## config.mk

```make
export PLATFORM = sky130hd
export DESIGN_NAME = mac_frame_ctrl
export DESIGN_NICKNAME = d
export VERILOG_FILES = /design/src/rtl/mac_frame_ctrl.sv
export SDC_FILE = /design/constraint.sdc
export NUM_CORES = 1
export LEC_CHECK = 0
export ABC_AREA = 0
export BUFFER_PORTS_ARGS = -buffer_cell sky130_fd_sc_hd__buf_2
export CORE_AREA = 2 2 93 104
export DETAILED_ROUTE_END_ITERATION = 10
export DIE_AREA = 0 0 95 106
export GPL_TIMING_DRIVEN = 0
export PLACE_DENSITY = 0.7
export SLEW_MARGIN = 25
export SYNTH_ARGS = -nofsm -noshare
export SYNTH_HDL_FRONTEND = slang
export SYNTH_SLANG_ARGS = --single-unit
```

## constraint.sdc

```tcl
create_clock -name clk_i -period 5.56 [get_ports clk_i]
set_clock_uncertainty 0.1 [all_clocks]
set_input_delay 1.112 -clock clk_i [delete_from_list [all_inputs] [get_ports clk_i]]
set_output_delay 1.112 -clock clk_i [all_outputs]
set_load 0.01 [all_outputs]
```

## src/rtl/mac_frame_ctrl.sv

```systemverilog
// mac_frame_ctrl
// Frame sequencer for the audio multiply-accumulate path. It gates the
// sample handshake between the line-in stream and the MAC. It clears the MAC
// accumulator at the start of each frame and counts accepted samples and
// MAC result beats. It holds the final running sum of each frame for the
// display path.
//
// Ports
//   clk_i           clock
//   reset_i         synchronous active-high reset
//   valid_i         upstream sample valid
//   ready_o         upstream sample ready (combinational)
//   mac_valid_o     sample valid into the MAC (combinational)
//   mac_ready_i     MAC ready for a sample
//   mac_clear_o     accumulator clear, drives the MAC reset
//   mac_valid_i     MAC result valid (always accepted)
//   mac_data_i      MAC running sum, signed
//   result_valid_o  captured frame result available
//   result_ready_i  consumer takes the captured result
//   result_data_o   captured frame sum, signed
//   overrun_o       sticky: a frame result overwrote an unconsumed one
//   in_count_o      samples accepted in the current frame
//
// state | meaning
// CLEAR | one-cycle MAC clear, counters zeroed, upstream blocked
// RUN   | samples pass through to the MAC until the frame is full
// DRAIN | upstream blocked, waiting for the last MAC result beat

module mac_frame_ctrl #(
  parameter int frame_len_p = 44100,
  parameter int acc_width_p = 32,
  parameter int cnt_width_p = $clog2(frame_len_p + 1)
) (
  input  logic                          clk_i,
  input  logic                          reset_i,
  input  logic                          valid_i,
  output logic                          ready_o,
  output logic                          mac_valid_o,
  input  logic                          mac_ready_i,
  output logic                          mac_clear_o,
  input  logic                          mac_valid_i,
  input  logic signed [acc_width_p-1:0] mac_data_i,
  output logic                          result_valid_o,
  input  logic                          result_ready_i,
  output logic signed [acc_width_p-1:0] result_data_o,
  output logic                          overrun_o,
  output logic [cnt_width_p-1:0]        in_count_o
);

  typedef enum logic [1:0] {CLEAR, RUN, DRAIN} state_t;

  localparam logic [cnt_width_p-1:0] frame_len_c = cnt_width_p'(frame_len_p);
  localparam logic [cnt_width_p-1:0] last_c      = cnt_width_p'(frame_len_p - 1);
  localparam logic [cnt_width_p-1:0] one_c       = cnt_width_p'(1);

  state_t                   state, state_n;
  logic [cnt_width_p-1:0]   in_cnt, out_cnt;
  logic                     accept;
  logic                     beat;
  logic                     capture;
  logic                     clear_q;

  // Result beats are ignored in CLEAR and the count saturates at a full frame.
  assign beat    = mac_valid_i && (state != CLEAR) && (out_cnt != frame_len_c);
  assign capture = beat && (out_cnt == last_c);

  always_ff @(posedge clk_i) begin
    if (reset_i) state <= CLEAR;
    else         state <= state_n;
  end

  always_comb begin
    state_n     = state;
    ready_o     = 1'b0;
    mac_valid_o = 1'b0;
    accept      = 1'b0;
    case (state)
      CLEAR: state_n = RUN;
      RUN: begin
        ready_o     = mac_ready_i;
        mac_valid_o = valid_i;
        accept      = valid_i && mac_ready_i;
        // A zero-latency MAC can deliver the capture beat with the final accept.
        if (capture)
          state_n = CLEAR;
        else if (accept && (in_cnt == last_c))
          state_n = DRAIN;
      end
      DRAIN: begin
        if (capture) state_n = CLEAR;
      end
      default: state_n = CLEAR;
    endcase
  end

  // mac_clear_o is registered from the next-state decode so it is high
  // exactly while the state register holds CLEAR.
  always_ff @(posedge clk_i) begin
    if (reset_i) begin
      clear_q        <= 1'b1;
      in_cnt         <= '0;
      out_cnt        <= '0;
      result_valid_o <= 1'b0;
      result_data_o  <= '0;
      overrun_o      <= 1'b0;
    end else begin
      clear_q <= (state_n == CLEAR);
      if (state == CLEAR) begin
        in_cnt  <= '0;
        out_cnt <= '0;
      end else begin
        if (accept && (in_cnt != frame_len_c)) in_cnt <= in_cnt + one_c;
        if (beat)                              out_cnt <= out_cnt + one_c;
      end
      if (capture) begin
        result_data_o  <= mac_data_i;
        result_valid_o <= 1'b1;
        if (result_valid_o && !result_ready_i) overrun_o <= 1'b1;
      end else if (result_valid_o && result_ready_i) begin
        result_valid_o <= 1'b0;
      end
    end
  end

  assign mac_clear_o = clear_q;
  assign in_count_o  = in_cnt;

endmodule

```

==> flow_summary.yaml <==
synth:
  yosys_register_bits: 69
  synth_cell_types: 40
  ys_warn_count: 0
  ys.flop_type: "dfxtp_1"
  syn-num-nets: 413
  ys_async_sr_fraction_pct: 0
  synth_cells: 371
  yosys.area.top_type: "dfxtp_1"
  synth_top_area_share_pct: 43.6
  synth-edff-count: 0
  seq_area_frac_synth_pct: 43.6
  syn_area_sq_um: 3170
  synth_area_leaders: "dfxtp_1, a21oi_1, a31o_1"
  avgSynthCellArea_sq_um: 8.54
routing:
  wire_per_inst_um: 13.5
  drc: 0
  dr_total_vias: 3119
  routed_wl_mm: 8.03
  dr.pass1.iters: 4
  drt_iter0_markers: 151
  vias_per_cell: 5.25
  drtAntennaViolNets: 0
placement:
  gp_congestion: 0.819
  portBuffers: 90
  place_hpwl_mm: 5.87
global_route:
  first_global_vias: 2902
  grt_start_max_net_pins: 14
  overflow: 0
  antenna_found_initial: 0
  grt_pass1_wl_mm: 13.3
  grt_use_total_pct: 16.4
sta:
  worstMarginPinSlew_ns: 0.956
  fin_crit_sh_pct: 52.3
  relSlewSlack_pct: 36.2
  finalCriticalPeriod_ns: 2.91
  clock.fmax_ghz: 0.344
  rsz0062_at_grt: "false"
  hold_viol_final: 0
  setup_tns_ns: 0
  drv_slew: 0
  finalSetupViolCount: 0
critical_path:
  cp.required_ns: 5.69
  worst-setup-path-type: "input port to flip-flop"
  worstPathArrival_ns: 3.04
  cp-start-kind: "input port"
  crit_path_max_fanout: 10
  crit_path_end_kind: "flip-flop"
floorplanning:
  die_w_um: 95
  start_util_pct: 34.7
  pin_count: 91
  row_count: 37
  die_height_um: 106
  core-area_sq_um: 9120
  fp.dieArea_sq_um: 10100
job:
  max_cap_violations: 0
clock_tree:
  cts.sinks: 69
  cts_setup_buffers: 0
  insertion_delay_ns: 0.35
  h-tree-depth: 3
  root_buffer: "clkbuf_8"
  numCtsBuffers: 9
  hold_buffers: 0
  ctsResizeCount: 0
  cts.clk_slew.worst_paths_ns: 0.07
  cts_tree: "yes"
  cts_buffer_depth: 2
min_path:
  hold_class: "flip-flop to flip-flop"
finish:
  nets: 514
  n_antenna_cell: 0
  syn_to_final_growth_pct: 25.1
  drive_above_1_share_pct: 25.6
  final_util_pct: 43.4
power:
  ir_drop_uv: 112
  power_density_nw_per_um2: 239
  p_leak_nw: 1.64
outcome:
  outcome: "finished clean"
-- routing by layer --
layer / routed length [um] / part of all wire (%) / GRT usage [%] / vias up
met5: 0 / 0 / 0 / -
met1: 3560 / 44 / 20.1 / 1463
li1: - / - / - / 1560
met2: 3930 / 49 / 27.6 / 79
met4: 191 / 2.4 / 7.35 / 0
met3: 341 / 4.2 / 2.91 / 17
-- cell usage in the layout, fill, tap and decap left out, types with 3 or more instances in the layout --
master / count
a21oi_1: 51
a31o_1: 27
a31o_2: 5
and2_1: 5
and3_1: 5
and4_1: 6
buf_2: 94
buf_4: 4
clkbuf_1: 16
clkbuf_8: 9
dfxtp_1: 69
ha_1: 4
inv_1: 8
nand2_1: 43
nand3_1: 14
nand4_1: 14
nand4b_1: 3
nor2_1: 20
nor3_1: 4
nor3b_1: 3
nor4_1: 4
o21ai_0: 17
or3_1: 9
or4_1: 4
xnor2_1: 7
xor2_1: 7
-- per-stage QoR --
step / setup slack, ns / power [mW] / instance area (sq um) / hold slack (ns) / instances
finish: 2.65 / 0.949 / 3960 / 0.393 / 594
global route: 2.42 / 0.980 / 3960 / 0.407 / 594
CTS: 2.64 / 0.956 / 3960 / 0.383 / 594
detailed placement: 2.26 / 0.547 / 3760 / 0.366 / 578
global placement: 2.31 / 0.546 / 3760 / 0.359 / 578
floorplan: 2.91 / 0.525 / 3170 / 0.358 / 371
-- report_power, final --
part | total (mW) | switching, mW | internal, mW | leakage, nW
clock network | 0.413 | 0.205 | 0.209 | 0.0996
registers | 0.496 | 0.000950 | 0.495 | 0.556
logic | 0.0397 | 0.0245 | 0.0152 | 0.986
total | 0.949 | 0.230 | 0.719 | 1.64
-- sequential cells by signal, indices dropped and copies added, names as in the netlist --
signal	flops
result_data_o	32
overrun_o	1
out_cnt	16
mac_clear_o	1
state	2
result_valid_o	1
in_count_o	16
-- final timing paths --
check,startpoint,endpoint,slack [ns],cells past startpoint
worst max-delay path,mac_valid_i,result_data_o[8]$_SDFFE_PP0P_,2.65,6
worst min-delay path,overrun_o$_SDFFE_PP0P_,overrun_o$_SDFFE_PP0P_,0.39,1
worst max register to register,state[0]$_SDFF_PP0_,result_data_o[8]$_SDFFE_PP0P_,3.11,5
worst min register to register,overrun_o$_SDFFE_PP0P_,overrun_o$_SDFFE_PP0P_,0.39,1
-- cell type report --
cell class,count,area (sq um)
inverters,8,30.0
well taps,117,146
clock inverters,7,73.8
repair buffers,90,450
flip-flops and latches,69,1380
clock buffers,9,124
fillers,908,5160
multi-input cells,270,1650
plain buffers,24,110
-- cell families (layout without fill, tap and decap cells) --
kind of cell / Yosys count / in the layout / synth area share [%]
flip-flops: 69 / 69 / 43.6
AND/OR/NAND/NOR: 145 / 145 / 25.1
buffers and inverters: 32 / 138 / 4.42
AO/OA/AOI/OAI: 107 / 107 / 21.4
XOR/XNOR: 14 / 14 / 3.87
adder cells (fa/ha/maj): 4 / 4 / 1.58
-- synthesized netlist by cell type (3+ instances only) --
cell       n
o21ai_0   17
and3_1     5
nor3b_1    3
ha_1       4
nand4b_1   3
nand3_1   14
and2_1     5
nor3_1     4
nand2_1   43
dfxtp_1   69
xor2_1     7
nand4_1   14
buf_2      4
a31o_2     5
inv_1      8
nor2_1    20
xnor2_1    7
or4_1      4
clkbuf_1  16
or3_1      9
a21oi_1   51
a31o_1    27
nor4_1     4
buf_4      4
and4_1     6
-- worst max-delay path, cell delays in order --
cell      delay, ns
buf_2          0.09
o21ai_0        0.23
nor3b_1        0.86
clkbuf_1       0.43
a21oi_1        0.13
a31o_1         0.20
No activity file was read; power rests on OpenSTA's default activity.
